## src/rtl/pc_flow_ctrl.sv

```systemverilog
// pc_flow_ctrl
// ------------
// Program-counter and flow-control stage of the 5-stage pipeline. It picks
// the next fetch address from one of four sources:
//   - sequential (pc_IF + 1)
//   - PC-relative branch/jump-immediate (pc_ID_EX + 1 + imm_ID_EX)
//   - register jump (reg_target_ID_EX)
//   - rti return (epc)
// It also raises the IF/ID and ID/EX flushes and runs a single-level
// interrupt controller that keeps one saved return address (epc).
//
// Ports
//   clk                in   system clock; all state changes on the rising edge
//   rst                in   asynchronous, active-high reset
//   stall_IM_ID        in   hazard stall; pc_IF holds unless a redirect wins
//   flow_change_ID_EX  in   take branch/jump/rti this cycle
//   jmp_reg_ID_EX      in   EX instruction is a jump-register
//   rti_ID_EX          in   EX instruction is an rti
//   pc_ID_EX           in   address of the instruction in EX
//   imm_ID_EX          in   sign-extended branch/jump offset
//   reg_target_ID_EX   in   forwarded register-jump target
//   ctrl_instr_IF_ID   in   ID holds a branch/jump/rti
//   int_req            in   level-sensitive interrupt request
//   pc_IF              out  current fetch address (registered)
//   pc_plus1_IF        out  pc_IF + 1, wraps at 2^PC_W
//   flush_IF_ID        out  kill the instruction being fetched
//   flush_ID_EX        out  kill the instruction in ID
//   int_ack            out  high in the cycle interrupt entry is taken
//   in_isr             out  high while in service; this is the FSM state bit
//   epc                out  saved return address
//
// Control semantics: there is no valid/ready handshake at this stage.
// stall_IM_ID is a hold request. flow_change_ID_EX is a one-cycle command
// that is always accepted and takes priority over the stall. int_req is a
// level request that is accepted only in a cycle where entry is eligible.
// int_ack reports that acceptance in the same cycle.

module pc_flow_ctrl #(
  parameter int          PC_W      = 16,
  parameter logic [PC_W-1:0] RESET_VEC = 16'h0000,
  parameter logic [PC_W-1:0] INT_VEC   = 16'h0010
) (
  input  logic            clk,
  input  logic            rst,
  input  logic            stall_IM_ID,
  input  logic            flow_change_ID_EX,
  input  logic            jmp_reg_ID_EX,
  input  logic            rti_ID_EX,
  input  logic [PC_W-1:0] pc_ID_EX,
  input  logic [PC_W-1:0] imm_ID_EX,
  input  logic [PC_W-1:0] reg_target_ID_EX,
  input  logic            ctrl_instr_IF_ID,
  input  logic            int_req,
  output logic [PC_W-1:0] pc_IF,
  output logic [PC_W-1:0] pc_plus1_IF,
  output logic            flush_IF_ID,
  output logic            flush_ID_EX,
  output logic            int_ack,
  output logic            in_isr,
  output logic [PC_W-1:0] epc
);

  typedef enum logic {
    RUN = 1'b0,
    ISR = 1'b1
  } state_t;

  state_t          state;
  logic [PC_W-1:0] target;
  logic [PC_W-1:0] branch_target;
  logic            ent;

  // Sums are taken at PC_W bits, so any carry out is dropped and addresses
  // wrap modulo 2^PC_W.
  assign pc_plus1_IF   = pc_IF + {{(PC_W-1){1'b0}}, 1'b1};
  assign branch_target = pc_ID_EX + {{(PC_W-1){1'b0}}, 1'b1} + imm_ID_EX;

  always_comb begin
    target = branch_target;
    if (rti_ID_EX) begin
      target = epc;
    end else if (jmp_reg_ID_EX) begin
      target = reg_target_ID_EX;
    end
  end

  // Entry waits while a control instruction sits in ID or a redirect is
  // resolving in EX. Saving pc_IF in those cycles could capture a
  // wrong-path address. A stall also defers entry, because pc_IF is not
  // advancing and the fetch slot is not free.
  assign ent = int_req & (state == RUN) & ~flow_change_ID_EX &
               ~ctrl_instr_IF_ID & ~stall_IM_ID;

  // The decision outputs are combinational in the deciding cycle and are
  // held low while reset is asserted.
  assign flush_IF_ID = ~rst & (flow_change_ID_EX | ent);
  assign flush_ID_EX = ~rst & flow_change_ID_EX;
  assign int_ack     = ~rst & ent;
  assign in_isr      = (state == ISR);

  always_ff @(posedge clk or posedge rst) begin
    if (rst) begin
      pc_IF <= RESET_VEC;
      epc   <= '0;
      state <= RUN;
    end else if (flow_change_ID_EX) begin
      pc_IF <= target;
      // A taken rti always leaves the ISR. In RUN it still jumps to epc,
      // and the state stays RUN.
      if (rti_ID_EX) begin
        state <= RUN;
      end
    end else if (ent) begin
      epc   <= pc_IF;
      pc_IF <= INT_VEC;
      state <= ISR;
    end else if (!stall_IM_ID) begin
      pc_IF <= pc_plus1_IF;
    end
  end

endmodule

```

## config.mk

```make
export PLATFORM = sky130hd
export DESIGN_NAME = pc_flow_ctrl
export DESIGN_NICKNAME = d
export VERILOG_FILES = /design/src/rtl/pc_flow_ctrl.sv
export SDC_FILE = /design/constraint.sdc
export NUM_CORES = 1
export LEC_CHECK = 0
export ABC_AREA = 1
export CAP_MARGIN = 20
export CORE_MARGIN = 3
export CORE_UTILIZATION = 35
export DETAILED_ROUTE_END_ITERATION = 16
export PLACE_DENSITY = 0.64
export SLEW_MARGIN = 20
export SYNTH_ARGS = -nofsm -noshare
export SYNTH_HDL_FRONTEND = slang
export SYNTH_SLANG_ARGS = --single-unit
```

## constraint.sdc

```tcl
create_clock -name clk -period 2.9 [get_ports clk]
set_input_delay 0.725 -clock clk [delete_from_list [all_inputs] [get_ports clk]]
set_output_delay 0.725 -clock clk [all_outputs]
set_load 0.03 [all_outputs]
```

==> flow_metrics.py, run 1 <==
metrics = {
    "cts": {
        "number_of_clock_sinks": 33,
        "clkSlewWorstSetupHoldPaths_ps": 70,
        "cts.root.buffer_cell": "clkbuf_8",
        "tritoncts_buffers": 5,
        "cts_post_setup_buffers_inserted": 0,
        "cts_hold_buffers": 0,
        "worstSkewPairLatency_ps": 290,
        "count_of_h_tree_levels_built_during_cts": 2,
        "cts_tree": "done",
        "cts.path.max_buffers": 2,
    },
    "synth": {
        "syn_nets": 552,
        "synth_adder_area_share": 0.0726,
        "share_of_the_synthesized_netlist_area_taken_by_xor_and_xnor_gates": 0.0458,
        "netlist_area_sq_um": 3030,
        "yosys_register_bits": 33,
        "async_reset_ff_frac": 1.00,
        "synthCells": 479,
        "synth_top_area_frac": 0.272,
        "yosys_warnings": 0,
        "syn_area_per_cell_sq_um": 6.33,
        "synth_compound_gate_area_share": 0.127,
        "combinational_family_with_the_most_area_after_synthesis": "simple AND/OR/NAND/NOR gates",
        "synth_area_leaders": "dfrtp_1, nand2_1, inv_1",
        "seq_area_frac_synth": 0.272,
        "synth_ff_type": "dfrtp_1",
        "synth-edff-count": 0,
        "synth_top_cell_by_area": "dfrtp_1",
        "post_synth_num_cell_types": 39,
        "synth_mux_area_frac": 0.00742,
        "post_synth_and_or_nand_nor_area_fraction": 0.366,
    },
    "timing": {
        "slew_viol_final": 0,
        "relSlewSlack": 0.617,
        "hold_slack_ps": 521,
        "postLayoutSetupSlackWorst_ps": 142,
        "fin_skew_ps": 5.44,
        "tns_ps": 0,
        "setup_viol": 0,
        "fmaxAchievable_ghz": 0.363,
        "final_hold_viol_count": 0,
        "min_period_over_period": 0.951,
        "final_period_minus_worst_setup_slack_ps": 2760,
        "unrepaired_setup_endpoints_after_global_routing": "false",
        "max_slew.worst_pin.slew_ps": 574,
    },
    "power": {
        "p_int_mw": 1.30,
        "irDropWorstVdd_mv": 0.511,
        "power.share.clock": 0.169,
        "switching_share": 0.440,
        "cellLeakagePower_nw": 2.23,
        "power.sequential.fraction": 0.287,
        "power_density_nw_per_um2": 530,
        "report.power.total_mw": 2.32,
        "power.switching_mw": 1.02,
        "power.share.combinational": 0.544,
    },
    "placed_design": {
        "numPortBuffers": 107,
        "routability_congestion_estimate": 0.870,
        "hpwlAfterDp_um": 7550,
        "place_ws_ps": 126,
    },
    "setup_path": {
        "cp-start-kind": "flop",
        "crit_required_ps": 2170,
        "worstSetupEndpointType": "output pin",
        "critPathMaxFanout": 5,
        "critPathArrivalTime_ps": 2030,
        "path_class": "reg -> out",
    },
    "detailed_routing": {
        "first_pass_detailed_route_iteration_total": 6,
        "vias": 3374,
        "postRouteAntennaNets": 0,
        "via_per_inst": 4.83,
        "drcViolationCount": 0,
        "detail_route.wl_per_cell_um": 13.6,
        "drtIter0Drc": 140,
        "finalWirelength_um": 9510,
    },
    "floorplan": {
        "chipHeight_um": 99.1,
        "floorplan_die_area_sq_um": 9820,
        "placement_rows": 33,
        "coreArea_sq_um": 8300,
        "top_level_ports": 108,
        "effective_utilization_at_floorplan": 0.366,
        "fp.dieW_um": 99.1,
    },
    "finish": {
        "layout.core_utilization": 0.527,
        "antenna_cell_count": 0,
        "share_of_cells_above_drive_strength_1": 0.0843,
        "fill_cells": 837,
        "nNetsFinal": 665,
        "layout-area-overhead-vs-synth_pct": 44.1,
    },
    "global_routing": {
        "gr-total-overflow": 0,
        "number_of_global_route_vias_before_repair": 3369,
        "grt_antenna_before_repair": 0,
        "track_usage": 0.194,
        "first_pass_grt_wire_length_um": 15600,
        "grt_start_max_net_pins": 34,
    },
    "flow_run": {
        "cap_viol_max_count": 0,
    },
    "min_path": {
        "min_path_type": "reg -> reg",
    },
    "status": {
        "outcome": "finished, final reports clean",
    },
}
critical path, cell delays in order, from the launching register on:
cell and delay (ps):
dfrtp_1 460, nand2_2 130, nor2_4 170, xor2_1 260, clkdlybuf4s50_1 730
sequential cells by signal (all words and copies together), names as in the netlist:
signal and cells:
in_isr 1, pc_IF 16, epc 16
layout make-up:
type / instances / area, sq um / share of cell area
clock buffers: 7 / 96.3 / 0.0220
clock inverters: 1 / 5.00 / 0.00114
inverters: 70 / 263 / 0.0601
multi-input cells: 361 / 1880 / 0.429
flip-flops and latches: 33 / 826 / 0.189
well taps: 105 / 131 / 0.0300
repair buffers: 121 / 1170 / 0.268
power by group through the flow:
stage / Sequential (mW) / Combinational, mW / Clock (mW)
floorplan: 0.871 / 0.532 / 0
global placement: 0.667 / 1.27 / 0
detailed placement: 0.672 / 1.27 / 0
CTS: 0.665 / 1.27 / 0.400
global route: 0.680 / 1.37 / 0.420
finish: 0.665 / 1.26 / 0.392
Yosys cell counts, types with 2 or more instances:
| cell type | instances |
|---|---|
| inv_2 | 5 |
| nand3b_1 | 4 |
| nor2_2 | 2 |
| a31oi_1 | 2 |
| xor2_1 | 13 |
| nand3_2 | 3 |
| nand4_1 | 6 |
| a21oi_1 | 39 |
| a21oi_2 | 4 |
| nand3_1 | 25 |
| mux2_2 | 2 |
| or2_0 | 3 |
| nor3_1 | 4 |
| inv_1 | 63 |
| nor2_1 | 52 |
| and2_1 | 2 |
| clkinv_1 | 2 |
| dfrtp_1 | 33 |
| or2_2 | 2 |
| nand2_1 | 146 |
| a21o_1 | 2 |
| ha_1 | 16 |
| nand2_2 | 3 |
| o211ai_1 | 2 |
| o21ai_0 | 18 |
| buf_2 | 3 |
| clkbuf_1 | 10 |
| buf_4 | 2 |
timing repair:
action                                  in CTS  in global routing
gates resized for setup                      6                  5
endpoints found under the setup margin       6                  5
pin swaps                                    0                  0
cell usage in the layout (no fill, tap or decap), types with 5 or more instances in the layout:
cell type	synthesis	layout
a21oi_1	39	39
buf_4	2	17
clkbuf_8	0	7
clkdlybuf4s50_1	0	93
dfrtp_1	33	33
dlygate4sd2_1	0	6
dlymetal6s2s_1	0	5
ha_1	16	16
inv_1	63	63
inv_2	5	5
nand2_1	146	146
nand3_1	25	25
nand4_1	6	6
nor2_1	52	52
o21ai_0	18	18
xor2_1	13	13
cells by family (layout without fill, tap and decap cells):
| family | count (synthesis) | in the layout |
|---|---|---|
| compound gates | 70 | 70 |
| xor+xnor | 15 | 15 |
| fa+ha+maj | 17 | 17 |
| buf+inv | 85 | 199 |
| flops | 33 | 33 |
| mux | 2 | 2 |
| simple gates | 257 | 257 |
routing by layer:
layer / wire length [um] / GRT usage / share of wire
met1: 4260 / 0.258 / 0.45
met5: 0 / 0 / 0
met2: 4570 / 0.334 / 0.48
met3: 613 / 0.0365 / 0.064
met4: 63 / 0.0294 / 0.0066
worst paths after layout:
check | start | to | slack [ps] | cells past startpoint
setup / recovery | pc_IF[4]$_DFFE_PP0P_ | pc_plus1_IF[5] | 140 | 4
hold / removal | epc[9]$_DFFE_PP0P_ | epc[9]$_DFFE_PP0P_ | 520 | 2
setup reg to reg | pc_IF[1]$_DFFE_PP0P_ | pc_IF[10]$_DFFE_PP0P_ | 1240 | 9
hold reg to reg | epc[9]$_DFFE_PP0P_ | epc[9]$_DFFE_PP0P_ | 520 | 2
max in group asynchronous | rst | epc[1]$_DFFE_PP0P_ | 1670 | 3
min in group asynchronous | rst | pc_IF[7]$_DFFE_PP0P_ | 930 | 3
stage by stage:
stage               cells  instance area [sq um]
global route          698                   4370
detailed placement    690                   4270
finish                698                   4370
floorplan             479                   3030
global placement      690                   4270
CTS                   698                   4360
No activity file was read; power rests on OpenSTA's default activity.
==> inputs of run 2 (changes only) <==
--- a/config.mk
+++ b/config.mk
@@ -9,9 +9,11 @@
 export CAP_MARGIN = 20
 export CORE_MARGIN = 3
 export CORE_UTILIZATION = 35
+export CTS_CLUSTER_SIZE = 16
 export DETAILED_ROUTE_END_ITERATION = 16
 export PLACE_DENSITY = 0.64
 export SLEW_MARGIN = 20
 export SYNTH_ARGS = -nofsm -noshare
 export SYNTH_HDL_FRONTEND = slang
 export SYNTH_SLANG_ARGS = --single-unit
+export TNS_END_PERCENT = 50
==> results of run 2 <==
The final DEF is identical to that of run 1; final timing and power are the same.
==> variant (settings of run 2) <==
Set the parameter `PC_W` to 32 (it was 16).
--- a/src/rtl/pc_flow_ctrl.sv
+++ b/src/rtl/pc_flow_ctrl.sv
@@ -36,7 +36,7 @@
 // int_ack reports that acceptance in the same cycle.
 
 module pc_flow_ctrl #(
-  parameter int          PC_W      = 16,
+  parameter int          PC_W      = 32,
   parameter logic [PC_W-1:0] RESET_VEC = 16'h0000,
   parameter logic [PC_W-1:0] INT_VEC   = 16'h0010
 ) (
Interface: changed (6 resized); port bits go from 108 to 204. No check against the original RTL was run, so the function may have changed too.
==> variant against run 2 <==
  * Cell area is 120% higher
  * Combinational power is 110% higher
  * Largest cell class unchanged
  * Global-route usage is 4.5 points higher
  * Routed wire length grew to 2.6 times the old value
  * Maximum frequency is 2.8% lower
  * Sequential cell count is 32 higher
  * First-iteration DRC count grew to 3.2 times the old value
  * Non-clock buffer count is 152 higher
  * Worst setup slack worse by 0.080 ns
  * Highest routed layer unchanged
  * Power is 120% higher
  * Cell count is 130% higher
  * Synthesized area is 120% higher
  * Register-to-register slack worse by 0.50 ns
  * Clock power grew to 2.9 times the old value
==> variant: results (changes against run 2) <==
vias in the first global route - 7254 (was 3369)
top post-synthesis cells by area - dfrtp_1 (25%), nand2_1 (20%), inv_1 (9.0%) (was dfrtp_1 (27%), nand2_1 (18%), inv_1 (7.8%))
met2 wire length - 11.5 mm (was 4.57 mm)
inverter count - 168 (was 70)
Power Total - 5.14 mW (was 2.32 mW)
fill count - 1842 (was 837)
sequential fraction of design power - 25.9% (was 28.7%)
worst reg2reg setup slack - 0.74 ns (was 1.24 ns)
count of buffers from port buffering - 203 (was 107)
status - complete, no violations (unchanged)
Iter 0 DRT Violations - 443 (was 140)
hold_sp - epc[0]$_DFFE_PP0P_ (was epc[9]$_DFFE_PP0P_)
Worst Hold Endpoint - epc[0]$_DFFE_PP0P_ (was epc[9]$_DFFE_PP0P_)
Pleak - 4.95 nW (was 2.23 nW)
syn_nets - 1231 (was 552)
top cell type's share of synthesized area - 24.7% (was 27.2%)
Reg area - 1630 um2 (was 826 um2)
post-synthesis xor/xnor area fraction - 5.38% (was 4.58%)
Worst Path Arrival - 2.11 ns (was 2.03 ns)
clk_lat worst skew - 0.33 ns (was 0.29 ns)
drt pass-1 iters - 5 (was 6)
count of multi-input gates - 828 (was 361)
met2 Use GR - 39.1% (was 33.4%)
mux cell area share after synthesis - 0.684% (was 0.742%)
pin count of the biggest net entering global routing - 58 (was 34)
Final nets - 1482 (was 665)
clock buffer and inverter area fraction after layout - 3.16% (was 2.32%)
Max IR drop VDD - 403 uV (was 511 uV)
multi-input logic portion of the cell area - 43.7% (was 42.9%)
Syn Std Cell Area - 6590 um2 (was 3030 um2)
DRT met1 WL - 11.5 mm (was 4.26 mm)
synth cell count leaders - nand2_1 (344), inv_1 (158), nor2_1 (131) (was nand2_1 (146), inv_1 (63), nor2_1 (52))
Clock transition at path regs - 0.05 ns (was 0.07 ns)
CTS Buf Count - 9 (was 5)
reg2reg start - pc_IF[15]$_DFFE_PP0P_ (was pc_IF[1]$_DFFE_PP0P_)
Placement Cell Area - 9350 um2 (was 4270 um2)
adder-cell share of the synthesized area - 6.38% (was 7.26%)
Synth Area in Compound Gates - 13.9% (was 12.7%)
CTS root buf - clkbuf_16 (was clkbuf_8)
Clock Power - 1.13 mW (was 0.392 mW)
wire length of the first global-routing pass - 38.8 mm (was 15.6 mm)
Largest stage delay, worst path - 0.41 ns (was 0.73 ns)
NonClk Buf Share - 27.1% (was 26.8%)
R2R cell count - 11 (was 9)
clock buf count - 14 (was 7)
P_int - 2.96 mW (was 1.30 mW)
GRT met1 Usage - 33.3% (was 25.8%)
DR WL/cell - 15.8 um (was 13.6 um)
sequential area share after synthesis - 24.7% (was 27.2%)
GPL Wtd Cong - 0.940 (was 0.870)
end-of-flow core utilization - 53.7% (was 52.7%)
hold_ws - 0.505 ns (was 0.521 ns)
H-tree Lvls - 3 (was 2)
[variant: cell types whose count changed after synthesis, sizes merged, moves of 8 or more]
cell    change
a21oi      +62
buf         +8
clkbuf     +10
dfrtp      +32
ha         +16
inv        +97
nand2     +204
nand3      +27
nor2       +83
nor3       +12
o21ai      +30
xnor2       +9
xor2       +13
[variant: worst max-delay path by stage]
stage	from	endpoint	slack, ns	depth (start not counted)
global route	pc_IF[15]$_DFFE_PP0P_	pc_plus1_IF[29]	-0.04	8
detailed placement	pc_ID_EX[0]	pc_IF[8]$_DFFE_PP0P_	-0.03	13
floorplan	flow_change_ID_EX	flush_IF_ID	0.11	9
global placement	imm_ID_EX[0]	pc_IF[8]$_DFFE_PP0P_	-0.02	13
finish	pc_IF[15]$_DFFE_PP0P_	pc_plus1_IF[29]	0.06	8
CTS	pc_IF[1]$_DFFE_PP0P_	pc_plus1_IF[12]	-0.11	10
[variant: worst min-delay path, cell delays in order (launching register included)]
cell and delay (ns):
dfrtp_1 0.35, nand2_1 0.05, o21ai_0 0.06
